`src/rtl/alu_mc_pkg.sv`:
```
// alu_mc shared definitions: opcodes, status bit positions, FSM states.
// Used by alu_mc, alu_mc_iter and the testbench.
package alu_mc_pkg;

    localparam logic [7:0] OP_NOP  = 8'h00;
    localparam logic [7:0] OP_ADD  = 8'h01;
    localparam logic [7:0] OP_SUB  = 8'h02;
    localparam logic [7:0] OP_CPL  = 8'h03;
    localparam logic [7:0] OP_MUL  = 8'h04;
    localparam logic [7:0] OP_SHR  = 8'h05;
    localparam logic [7:0] OP_SHL  = 8'h06;
    localparam logic [7:0] OP_SAR  = 8'h07;
    localparam logic [7:0] OP_SAL  = 8'h08;
    localparam logic [7:0] OP_ROR  = 8'h09;
    localparam logic [7:0] OP_ROL  = 8'h0A;
    localparam logic [7:0] OP_NOT  = 8'h0B;
    localparam logic [7:0] OP_AND  = 8'h0C;
    localparam logic [7:0] OP_OR   = 8'h0D;
    localparam logic [7:0] OP_XOR  = 8'h0E;
    localparam logic [7:0] OP_NAND = 8'h0F;
    localparam logic [7:0] OP_NOR  = 8'h10;
    localparam logic [7:0] OP_XNOR = 8'h11;
    localparam logic [7:0] OP_DIV  = 8'h12;

    localparam int ST_N = 3;
    localparam int ST_Z = 2;
    localparam int ST_C = 1;
    localparam int ST_V = 0;

    localparam logic MODE_MUL = 1'b0;
    localparam logic MODE_DIV = 1'b1;

    typedef enum logic [1:0] {
        IDLE,
        BUSY,
        DONE
    } state_t;

endpackage

```
`src/rtl/alu_mc_if.sv`:
```
// alu_mc operation/result bus: request handshake (in_valid/in_ready,
// op, a, b) and result handshake (out_valid/out_ready, q0, q1, st, err).
interface alu_mc_if #(
    parameter int WIDTH = 32
);
    logic             in_valid;
    logic             in_ready;
    logic [7:0]       op;
    logic [WIDTH-1:0] a;
    logic [WIDTH-1:0] b;
    logic             out_valid;
    logic             out_ready;
    logic [WIDTH-1:0] q0;
    logic [WIDTH-1:0] q1;
    logic [3:0]       st;
    logic             err;

    modport master (
        output in_valid, op, a, b, out_ready,
        input  in_ready, out_valid, q0, q1, st, err
    );

    modport slave (
        input  in_valid, op, a, b, out_ready,
        output in_ready, out_valid, q0, q1, st, err
    );
endinterface

```
`src/rtl/alu_mc_iter.sv`:
```
// Shared iterative engine: shift-add multiply, restoring divide
// (divide only with ALU_MC_DIV_EN). Ports: clk, rst_n, start, mode,
// a, b in; done, hi, lo out. hi/lo show the value after the current
// step, so done marks the cycle in which the final result is valid.
module alu_mc_iter
    import alu_mc_pkg::*;
#(
    parameter int WIDTH = 32
) (
    input  logic             clk,
    input  logic             rst_n,
    input  logic             start,
    input  logic             mode,
    input  logic [WIDTH-1:0] a,
    input  logic [WIDTH-1:0] b,
    output logic             done,
    output logic [WIDTH-1:0] hi,
    output logic [WIDTH-1:0] lo
);
    localparam int CW = $clog2(WIDTH);

    logic [CW-1:0]    cnt;
    logic             run;
    logic [WIDTH-1:0] m;
    logic [WIDTH-1:0] hi_r;
    logic [WIDTH-1:0] lo_r;
    logic [WIDTH:0]   add_s;

    // multiplier bit in lo_r[0]; the product shifts right into lo_r
    assign add_s = {1'b0, hi_r} + {1'b0, lo_r[0] ? m : '0};

`ifdef ALU_MC_DIV_EN
    logic [WIDTH:0]   rem_t;
    logic [WIDTH+1:0] dif;
    logic             unused_div;

    // dividend shifts out of lo_r's msb, quotient bits shift in at lsb
    assign rem_t      = {hi_r, lo_r[WIDTH-1]};
    assign dif        = {1'b0, rem_t} - {2'b0, m};
    assign unused_div = ^{dif[WIDTH], rem_t[WIDTH]};
`else
    logic unused_mode;
    assign unused_mode = mode;
`endif

    always_comb begin
        hi = add_s[WIDTH:1];
        lo = {add_s[0], lo_r[WIDTH-1:1]};
`ifdef ALU_MC_DIV_EN
        if (mode == MODE_DIV) begin
            if (!dif[WIDTH+1]) begin
                hi = dif[WIDTH-1:0];
                lo = {lo_r[WIDTH-2:0], 1'b1};
            end else begin
                hi = rem_t[WIDTH-1:0];
                lo = {lo_r[WIDTH-2:0], 1'b0};
            end
        end
`endif
    end

    assign done = run && (cnt == '0);

    always_ff @(posedge clk) begin
        if (!rst_n) begin
            run  <= 1'b0;
            cnt  <= '0;
            m    <= '0;
            hi_r <= '0;
            lo_r <= '0;
        end else if (start) begin
            run  <= 1'b1;
            cnt  <= CW'(WIDTH - 1);
            m    <= b;
            hi_r <= '0;
            lo_r <= a;
        end else if (run) begin
            hi_r <= hi;
            lo_r <= lo;
            cnt  <= cnt - 1'b1;
            if (cnt == '0) begin
                run <= 1'b0;
            end
        end
    end
endmodule

```
`src/rtl/alu_mc.sv`:
```
// Multi-cycle ALU: one op per handshake, registered q0/q1/st/err.
// Ports: clk, rst_n, bus (alu_mc_if.slave). Macro ALU_MC_DIV_EN adds DIV.
module alu_mc
    import alu_mc_pkg::*;
#(
    parameter int WIDTH = 32,
    parameter int SHW   = $clog2(WIDTH)
) (
    input  logic      clk,
    input  logic      rst_n,
    alu_mc_if.slave   bus
);
    state_t state, nxt;

    logic             accept, multi, is_div, mode_r;
    logic             it_done;
    logic [WIDTH-1:0] it_hi, it_lo;
    logic [WIDTH-1:0] q0_r, q1_r;
    logic [3:0]       st_r;
    logic             err_r;

    logic [WIDTH-1:0] r_q0, r_q1;
    logic [3:0]       r_st, i_st;
    logic             r_err, nz_en;

    logic                as_sub, as_v;
    logic [WIDTH-1:0]    as_x, as_y, as_yy;
    logic [WIDTH:0]      as_sum;
    logic [SHW-1:0]      amt;
    logic [WIDTH:0]      sr_ext, sl_ext;
    logic signed [WIDTH:0] sa_ext;
    logic [2*WIDTH-1:0]  rr, rl;
    logic                unused_bits;

    assign bus.in_ready  = (state == IDLE) ||
                           (state == DONE && bus.out_ready);
    assign bus.out_valid = (state == DONE);
    assign bus.q0        = q0_r;
    assign bus.q1        = q1_r;
    assign bus.st        = st_r;
    assign bus.err       = err_r;

    assign accept = bus.in_valid && bus.in_ready;

`ifdef ALU_MC_DIV_EN
    assign is_div = (bus.op == OP_DIV) && (bus.b != '0);
`else
    assign is_div = 1'b0;
`endif
    assign multi = (bus.op == OP_MUL) || is_div;

    alu_mc_iter #(.WIDTH(WIDTH)) u_iter (
        .clk   (clk),
        .rst_n (rst_n),
        .start (accept && multi),
        .mode  (mode_r),
        .a     (bus.a),
        .b     (bus.b),
        .done  (it_done),
        .hi    (it_hi),
        .lo    (it_lo)
    );

    // CPL reuses the subtractor as 0 - a
    assign as_sub = (bus.op == OP_SUB) || (bus.op == OP_CPL);
    assign as_x   = (bus.op == OP_CPL) ? '0 : bus.a;
    assign as_y   = (bus.op == OP_CPL) ? bus.a : bus.b;
    assign as_yy  = as_sub ? ~as_y : as_y;
    assign as_sum = {1'b0, as_x} + {1'b0, as_yy} +
                    {{WIDTH{1'b0}}, as_sub};
    assign as_v   = (as_x[WIDTH-1] == as_yy[WIDTH-1]) &&
                    (as_sum[WIDTH-1] != as_x[WIDTH-1]);

    // one extra bit beyond the word catches the last bit shifted out
    assign amt    = bus.b[SHW-1:0];
    assign sr_ext = {bus.a, 1'b0} >> amt;
    assign sa_ext = $signed({bus.a, 1'b0}) >>> amt;
    assign sl_ext = {1'b0, bus.a} << amt;
    assign rr     = {bus.a, bus.a} >> amt;
    assign rl     = {bus.a, bus.a} << amt;
    assign unused_bits = ^{rr[2*WIDTH-1:WIDTH], rl[WIDTH-1:0]};

    always_comb begin
        r_q0  = '0;
        r_q1  = '0;
        r_st  = '0;
        r_err = 1'b0;
        nz_en = 1'b1;
        case (bus.op)
            OP_NOP: begin
                r_q0  = bus.a;
                r_q1  = bus.b;
                nz_en = 1'b0;
            end
            OP_ADD, OP_SUB, OP_CPL: begin
                r_q0       = as_sum[WIDTH-1:0];
                r_st[ST_C] = as_sum[WIDTH];
                r_st[ST_V] = as_v;
            end
            OP_SHR: begin
                r_q0       = sr_ext[WIDTH:1];
                r_st[ST_C] = sr_ext[0];
            end
            OP_SAR: begin
                r_q0       = sa_ext[WIDTH:1];
                r_st[ST_C] = sa_ext[0];
            end
            OP_SHL, OP_SAL: begin
                r_q0       = sl_ext[WIDTH-1:0];
                r_st[ST_C] = sl_ext[WIDTH];
            end
            OP_ROR: begin
                r_q0       = rr[WIDTH-1:0];
                r_st[ST_C] = (amt != '0) && rr[WIDTH-1];
            end
            OP_ROL: begin
                r_q0       = rl[2*WIDTH-1:WIDTH];
                r_st[ST_C] = (amt != '0) && rl[WIDTH];
            end
            OP_NOT:  r_q0 = ~bus.a;
            OP_AND:  r_q0 = bus.a & bus.b;
            OP_OR:   r_q0 = bus.a | bus.b;
            OP_XOR:  r_q0 = bus.a ^ bus.b;
            OP_NAND: r_q0 = ~(bus.a & bus.b);
            OP_NOR:  r_q0 = ~(bus.a | bus.b);
            OP_XNOR: r_q0 = ~(bus.a ^ bus.b);
`ifdef ALU_MC_DIV_EN
            // only reached as a single-cycle op when b is zero
            OP_DIV: begin
                r_q0       = '1;
                r_q1       = bus.a;
                r_st[ST_V] = 1'b1;
                nz_en      = 1'b0;
            end
`endif
            default: begin
                r_err = 1'b1;
                nz_en = 1'b0;
            end
        endcase
        if (nz_en) begin
            r_st[ST_N] = r_q0[WIDTH-1];
            r_st[ST_Z] = (r_q0 == '0);
        end
    end

    always_comb begin
        i_st = '0;
        if (mode_r == MODE_DIV) begin
            i_st[ST_Z] = (it_lo == '0);
        end else begin
            i_st[ST_Z] = (it_lo == '0) && (it_hi == '0);
            i_st[ST_C] = (it_hi != '0);
            i_st[ST_V] = (it_hi != '0);
        end
    end

    always_comb begin
        nxt = state;
        case (state)
            IDLE: begin
                if (accept) nxt = multi ? BUSY : DONE;
            end
            BUSY: begin
                if (it_done) nxt = DONE;
            end
            DONE: begin
                if (accept)             nxt = multi ? BUSY : DONE;
                else if (bus.out_ready) nxt = IDLE;
            end
            default: nxt = IDLE;
        endcase
    end

    always_ff @(posedge clk) begin
        if (!rst_n) begin
            state  <= IDLE;
            mode_r <= MODE_MUL;
            q0_r   <= '0;
            q1_r   <= '0;
            st_r   <= '0;
            err_r  <= 1'b0;
        end else begin
            state <= nxt;
            if (accept && !multi) begin
                q0_r  <= r_q0;
                q1_r  <= r_q1;
                st_r  <= r_st;
                err_r <= r_err;
            end else if (accept) begin
                mode_r <= is_div ? MODE_DIV : MODE_MUL;
            end
            if (state == BUSY && it_done) begin
                q0_r  <= it_lo;
                q1_r  <= it_hi;
                st_r  <= i_st;
                err_r <= 1'b0;
            end
        end
    end
endmodule

```
`src/flat_wrapper.sv`:
```
// flat-port wrapper written by rule: the top's interface ports become plain ports
module alu_mc_flat import alu_mc_pkg::*;
#(
    parameter int WIDTH = 32,
    parameter int SHW   = $clog2(WIDTH)
)
  (clk, rst_n, bus_in_valid, bus_op, bus_a, bus_b, bus_out_ready, bus_in_ready, bus_out_valid, bus_q0, bus_q1, bus_st, bus_err);
  alu_mc_if #(.WIDTH(WIDTH)) bus_i ();
  input  logic clk;
  input  logic rst_n;
  input wire logic [$bits(bus_i.in_valid)-1:0] bus_in_valid;
  input wire logic [$bits(bus_i.op)-1:0] bus_op;
  input wire logic [$bits(bus_i.a)-1:0] bus_a;
  input wire logic [$bits(bus_i.b)-1:0] bus_b;
  input wire logic [$bits(bus_i.out_ready)-1:0] bus_out_ready;
  output wire logic [$bits(bus_i.in_ready)-1:0] bus_in_ready;
  output wire logic [$bits(bus_i.out_valid)-1:0] bus_out_valid;
  output wire logic [$bits(bus_i.q0)-1:0] bus_q0;
  output wire logic [$bits(bus_i.q1)-1:0] bus_q1;
  output wire logic [$bits(bus_i.st)-1:0] bus_st;
  output wire logic [$bits(bus_i.err)-1:0] bus_err;
  assign bus_i.in_valid = bus_in_valid;
  assign bus_i.op = bus_op;
  assign bus_i.a = bus_a;
  assign bus_i.b = bus_b;
  assign bus_i.out_ready = bus_out_ready;
  assign bus_in_ready = bus_i.in_ready;
  assign bus_out_valid = bus_i.out_valid;
  assign bus_q0 = bus_i.q0;
  assign bus_q1 = bus_i.q1;
  assign bus_st = bus_i.st;
  assign bus_err = bus_i.err;
  alu_mc #(.WIDTH(WIDTH), .SHW(SHW)) u_core (.clk(clk), .rst_n(rst_n), .bus(bus_i));
endmodule
```
`config.mk`:
```
export PLATFORM = sky130hd
export DESIGN_NAME = alu_mc_flat
export DESIGN_NICKNAME = d
export VERILOG_FILES = /design/src/rtl/alu_mc_pkg.sv /design/src/rtl/alu_mc_if.sv /design/src/rtl/alu_mc_iter.sv /design/src/rtl/alu_mc.sv /design/src/flat_wrapper.sv
export SDC_FILE = /design/constraint.sdc
export NUM_CORES = 1
export LEC_CHECK = 0
export ABC_AREA = 1
export ABC_CLOCK_PERIOD_IN_PS = 7100
export BUFFER_PORTS_ARGS = -buffer_cell sky130_fd_sc_hd__buf_2
export CAP_MARGIN = 20
export CORE_MARGIN = 2
export CORE_UTILIZATION = 40
export CTS_CLUSTER_DIAMETER = 50
export DETAILED_ROUTE_END_ITERATION = 8
export SYNTH_ARGS = -nofsm -noshare
export SYNTH_HDL_FRONTEND = slang
export SYNTH_SLANG_ARGS = --single-unit
```
`constraint.sdc`:
```
create_clock -name clk -period 7.1 [get_ports clk]
set_input_delay 1.42 -clock clk [delete_from_list [all_inputs] [get_ports clk]]
set_output_delay 1.42 -clock clk [all_outputs]
set_load 0.01 [all_outputs]
```
==> flow_summary.toml, run 1 <==
[synthesis]
ys_warn_count = 0
synthTopCellsByArea = "nand2_1, dfxtp_1, nand3_1"
ys.flop_type = "dfxtp_1"
syn_area_per_cell_sq_um = 5.64
synth_edf_count = 0
synthCells = 3614
yosysTopAreaCell = "nand2_1"
synth_fp_nets = 3821
yosys.cell_types.count = 55
async_flop_share = 0
ys_seq_area_frac = 0.170
ys_ff_latch = 173
yosysTopAreaCellShare = 0.209
synth_area_sq_um = 20400

[placement]
dpl.hpwl_um = 75800
port-buffer-count = 146
place.gp.congestion = 1.08

[cts]
clk_pin_slew_worst_paths_ns = 0.07
cts_buffer_depth = 2
post_cts_buffers = 0
cts_buffers = 17
clock_latency_ns = 0.49
root_buffer = "clkbuf_16"
cts.sink_count = 173
ctsHoldBuffers = 0
cts_tree = "done"
cts-htree-levels = 4
post_cts_resized = 0

[drt]
wire_per_inst_um = 23.2
vias = 25600
routed_via_density = 5.94
first_pass_iters = 6
postRouteWirelength_um = 100000
dr.first_iter.drc_count = 3801
ant_nets = 0
drcViolationCount = 0

[timing]
fmax_ghz = 0.178
finalCritPeriodShare = 0.790
fin_skew_ns = 0.0111
hold_viol = 0
rsz0062_at_grt = "false"
tightest_slew_ns = 1.04
fin_crit_ns = 5.61
whs_ns = 0.471
fin_tns_setup_ns = 0
setup_viol = 0
slew_headroom = 0.304
final-max-slew-violation-count = 0

[worst_hold_path]
holdCritPathClass = "register to register"

[worst_setup_path]
max_stage_delay_ns = 0.63
path_max_fanout = 64
crit_path_top_delay_cell = "inv_2"
worstPathArrival_ns = 6.03
critPathMostFrequentCell = "nand2_1"
worst_ep_required_time_ns = 7.52
r2r_setup_slack_ns = 3.17
worstSetupEndpointType = "register"
criticalPathCategory = "input port to register"
critPathLaunchType = "input port"

[power_and_ir_drop]
leakagePower_uw = 0.0109
ir_drop_v = 0.000189
power_density_nw_per_um2 = 129
p_total_uw = 2830

[die]
num_rows = 82
dieWidth_um = 230
die_h_um = 230
coreArea_sq_um = 50200
io_pins = 147
initial_core_util = 0.406
dieArea_sq_um = 52800

[final_layout]
area_delta_synth_final_pct = 7.47
drive_gt1_frac = 0.0839
nets = 3828
diodes = 0

[grt]
grt-ovfl-total = 0
grt_pass1_wl_um = 147000
grt_max_degree = 79
grtUsageTotal = 0.370
grt_pass1_vias = 22700
antenna_found_initial = 5

[status]
status = "complete, no violations"

[flow_run]
cap_violations = 0
layout make-up:
cell class	count	area [sq um]
Tap cell	672	841
Timing Repair Buffer	173	933
Inverter	340	1280
Sequential cell	173	3470
Multi-Input combinational cell	2916	14800
Fill cell	5640	28300
Clock inverter	13	133
Clock buffer	19	453
sequential cells by signal, indices dropped and copies added, names as in the netlist:
register / flops
u_core.bus.err: 1
u_core.bus.q0: 32
u_core.bus.q1: 32
u_core.bus.st: 4
u_core.state: 2
u_core.u_iter.cnt: 5
u_core.u_iter.hi_r: 32
u_core.u_iter.lo_r: 32
u_core.u_iter.m: 32
u_core.u_iter.run: 1
metrics by stage:
| step | setup slack [ns] | utilization | instance area [sq um] | cells |
|---|---|---|---|---|
| after floorplan | 2.85 | - | 20400 | 3614 |
| after global placement | 1.17 | 0.425 | 21300 | 4274 |
| after detailed placement | 1.17 | 0.425 | 21300 | 4274 |
| after CTS | 1.69 | 0.436 | 21900 | 4306 |
| after global routing | 1.17 | 0.436 | 21900 | 4306 |
| final | 1.49 | 0.436 | 21900 | 4306 |
synth_stat cells (8+ instances only):
cell type,count
a21oi_1,151
a31oi_1,93
buf_1,30
buf_2,49
buf_6,15
clkbuf_1,87
dfxtp_1,173
ha_1,129
inv_1,317
inv_2,20
nand2_1,1136
nand2_2,16
nand3_1,564
nand3b_1,14
nand4_1,46
nor2_1,292
nor2_2,10
nor3_1,27
nor4_1,12
o2111ai_1,12
o211ai_1,32
o21ai_0,197
o21ai_1,12
o221ai_1,9
o22ai_1,14
or2_2,23
xnor2_1,8
xor2_1,51
critical path, delay by kind of cell:
family	cells	cell delay, ns
AND/OR/NAND/NOR	20	2.72
buffers and inverters	3	1.05
AO/OA/AOI/OAI	2	0.35
adder cells (fa/ha/maj)	1	0.46
power breakdown:
group,switching (uW),internal (uW),total (uW)
clock network,443,508,951
logic,657,234,892
registers,5.62,978,984
total,1110,1720,2830
logic make-up after synthesis:
kind of cell             Yosys count  synth area share
buffers and inverters            525             0.106
XOR/XNOR                          59            0.0254
AO/OA/AOI/OAI                    559             0.157
flip-flops                       173             0.170
adder cells (fa/ha/maj)          131            0.0812
multiplexers                       2          0.000983
AND/OR/NAND/NOR                 2165             0.459
cell usage in the layout (no fill, tap or decap), drive strengths merged, types with 46 or more instances in the layout:
cell / Yosys / layout
a31oi: 93 / 93
nand2: 1159 / 1159
ha: 129 / 129
xor2: 51 / 51
nand3: 568 / 568
dfxtp: 173 / 173
inv: 339 / 343
buf: 98 / 173
nor2: 306 / 306
o21ai: 209 / 209
a21oi: 151 / 151
nand4: 46 / 46
path summary, 6_finish.rpt:
kind	startpoint	end	depth (start not counted)
min reg2reg	u_core.bus.q0[6]	u_core.bus.q0[6]	2
min	u_core.bus.q0[6]	u_core.bus.q0[6]	2
max reg2reg	u_core.u_iter.lo_r[0]	u_core.bus.st[2]	21
max	bus_op[5]	u_core.bus.st[2]	26
per-layer routing:
layer / vias to the layer above / track usage / wire length, um
li1: 12000 / - / -
met1: 11700 / 0.491 / 41500
met2: 1552 / 0.528 / 40100
met3: 291 / 0.0751 / 9990
met4: 8 / 0.268 / 8330
met5: - / 0 / 59
(Power assumes the default switching activity.)
==> inputs of run 2 (changes only) <==
Settings changed: ABC_CLOCK_PERIOD_IN_PS 7100 to 5450.
Clock period 7.1 ns to 5.45 ns, I/O delays scaled along.
==> flow_summary.toml, run 2 (same netlist as run 1, synthesis figures left out) <==
[cts]
post_cts_resized = 0
cts_buffer_depth = 2
cts.sink_count = 173
post_cts_buffers = 0
clock_latency_ns = 0.49
cts_tree = "done"
cts-htree-levels = 4
cts_buffers = 17
clk_pin_slew_worst_paths_ns = 0.07
ctsHoldBuffers = 0
root_buffer = "clkbuf_16"

[die]
coreArea_sq_um = 50200
io_pins = 147
initial_core_util = 0.406
dieArea_sq_um = 52800
dieWidth_um = 230
die_h_um = 230
num_rows = 82

[placement]
port-buffer-count = 146
place.gp.congestion = 1.11
dp.cells = 4291
dpl.hpwl_um = 77900

[status]
status = "complete, no violations"

[worst_setup_path]
critical_path.top_delay_family = "simple AND/OR/NAND/NOR gates"
r2r_setup_slack_ns = 1.17
critPathLaunchType = "input port"
worstSetupEndpointType = "register"
crit_path_top_delay_cell = "ha_1"
critPathMostFrequentCell = "nor2_1"
criticalPathCategory = "input port to register"
cp_num_buf_inv = 4
path_cells = "buf_2 -> nor2_2 -> nand3_1 -> nor2_1 -> clkinv_1 -> buf_4 -> xor2_1 -> ha_1 -> a21oi_1 -> inv_1 -> nor2_1 -> nor2_1 -> nor2_1 -> nor3_1 -> nor2_1 -> nand2_1 -> nand2_1 -> o21ai_0 -> o21ai_0 -> nand4_1 -> nand2_1 -> a31oi_1"
worst_ep_required_time_ns = 5.78
path_max_fanout = 31
max_stage_delay_ns = 0.41
worstPathArrival_ns = 5.05

[final_layout]
drive_gt1_frac = 0.0882
final_common_cell = "nand2_1"
nets = 3845
final_cell_mix = "nand2_1, nand3_1, inv_1"
fin_cells = 4325
area_delta_synth_final_pct = 8.51

[drt]
drcViolationCount = 0
dr.first_iter.drc_count = 3355
postRouteWirelength_um = 101000
vias = 25500
routed_via_density = 5.89
ant_nets = 0
first_pass_iters = 6
wire_per_inst_um = 23.3

[power_and_ir_drop]
leakagePower_uw = 0.0110
p_total_uw = 3820
power_density_nw_per_um2 = 173
pwr-share-clk = 0.359
ir_drop_v = 0.000229
power_frac_seq = 0.335
p_sw_uw = 1450
internal-power_uw = 2370
sw_frac_of_total = 0.379
comb_power_share = 0.306

[timing]
rsz0062_at_grt = "false"
fmax_ghz = 0.212
fin_tns_setup_ns = 0
fin_crit_ns = 4.72
hold_viol = 0
tightest_slew_ns = 1.13
final-max-slew-violation-count = 0
slew_headroom = 0.246
fin_skew_ns = 0.0176
finalCritPeriodShare = 0.866
setup_viol = 0

[worst_hold_path]
holdCritPathClass = "register to register"

[grt]
antenna_found_initial = 3
grt_pass1_wl_um = 149000
grt-ovfl-total = 0
grt_max_degree = 87
grtUsageTotal = 0.374
grt_pass1_vias = 23100

[flow_run]
cap_violations = 0
[run 2: per-layer routing]
metal	wire, um	vias up	GRT usage	part of all wire
met1	41200	11700	0.486	0.41
met4	8280	6	0.265	0.082
li1	-	12100	-	-
met2	41100	1398	0.549	0.41
met3	9990	285	0.0786	0.099
met5	43	-	0	0.00043
[run 2: stage by stage]
step	hold slack [ns]	setup WS (ns)	cell area (sq um)	utilization
2_1_floorplan	0.441	1.53	20400	-
3_3_place_gp	0.450	0.346	21400	0.428
3_5_place_dp	0.464	0.388	21400	0.428
4_1_cts	0.481	0.894	22100	0.440
5_1_grt	0.497	0.491	22100	0.440
6_report	0.472	0.728	22100	0.441
[run 2: cell type report]
class	instances	area, sq um
diodes	2	5.00
clock buffers	17	425
clock inverters	15	225
fillers	5600	28100
inverters	340	1280
multi-input cells	2916	14800
flip-flops and latches	173	3470
well taps	672	841
repair buffers	190	1070
[run 2: power by group through the flow]
stage / clock (uW) / sequential, uW / combinational, uW
after floorplan: 0 / 1310 / 706
after global placement: 0 / 1310 / 1120
after detailed placement: 0 / 1310 / 1110
after CTS: 1390 / 1280 / 1120
after global routing: 1440 / 1280 / 1260
final: 1370 / 1280 / 1170
[run 2: worst paths after layout]
| check | from | to | depth (start not counted) |
|---|---|---|---|
| max | bus_op[5] | u_core.bus.st[1] | 22 |
| min | u_core.u_iter.hi_r[0] | u_core.u_iter.hi_r[0] | 2 |
| max reg2reg | u_core.u_iter.lo_r[0] | u_core.bus.st[2] | 19 |
| min reg2reg | u_core.u_iter.hi_r[0] | u_core.u_iter.hi_r[0] | 2 |
[run 2: worst register-to-register path, cell delays in order (launching register included)]
cell     delay [ns]
dfxtp_1        0.72
buf_4          0.33
nand2_1        0.09
inv_1          0.06
ha_1           0.24
nand2_1        0.12
nor2_1         0.33
nor3b_2        0.41
nand2_1        0.09
nand3_1        0.18
a21oi_1        0.11
xor2_1         0.32
nand2_1        0.09
nor2_1         0.10
nand3_1        0.13
nor2_1         0.45
nand3_1        0.19
nand2_1        0.10
inv_1          0.04
a21oi_1        0.12
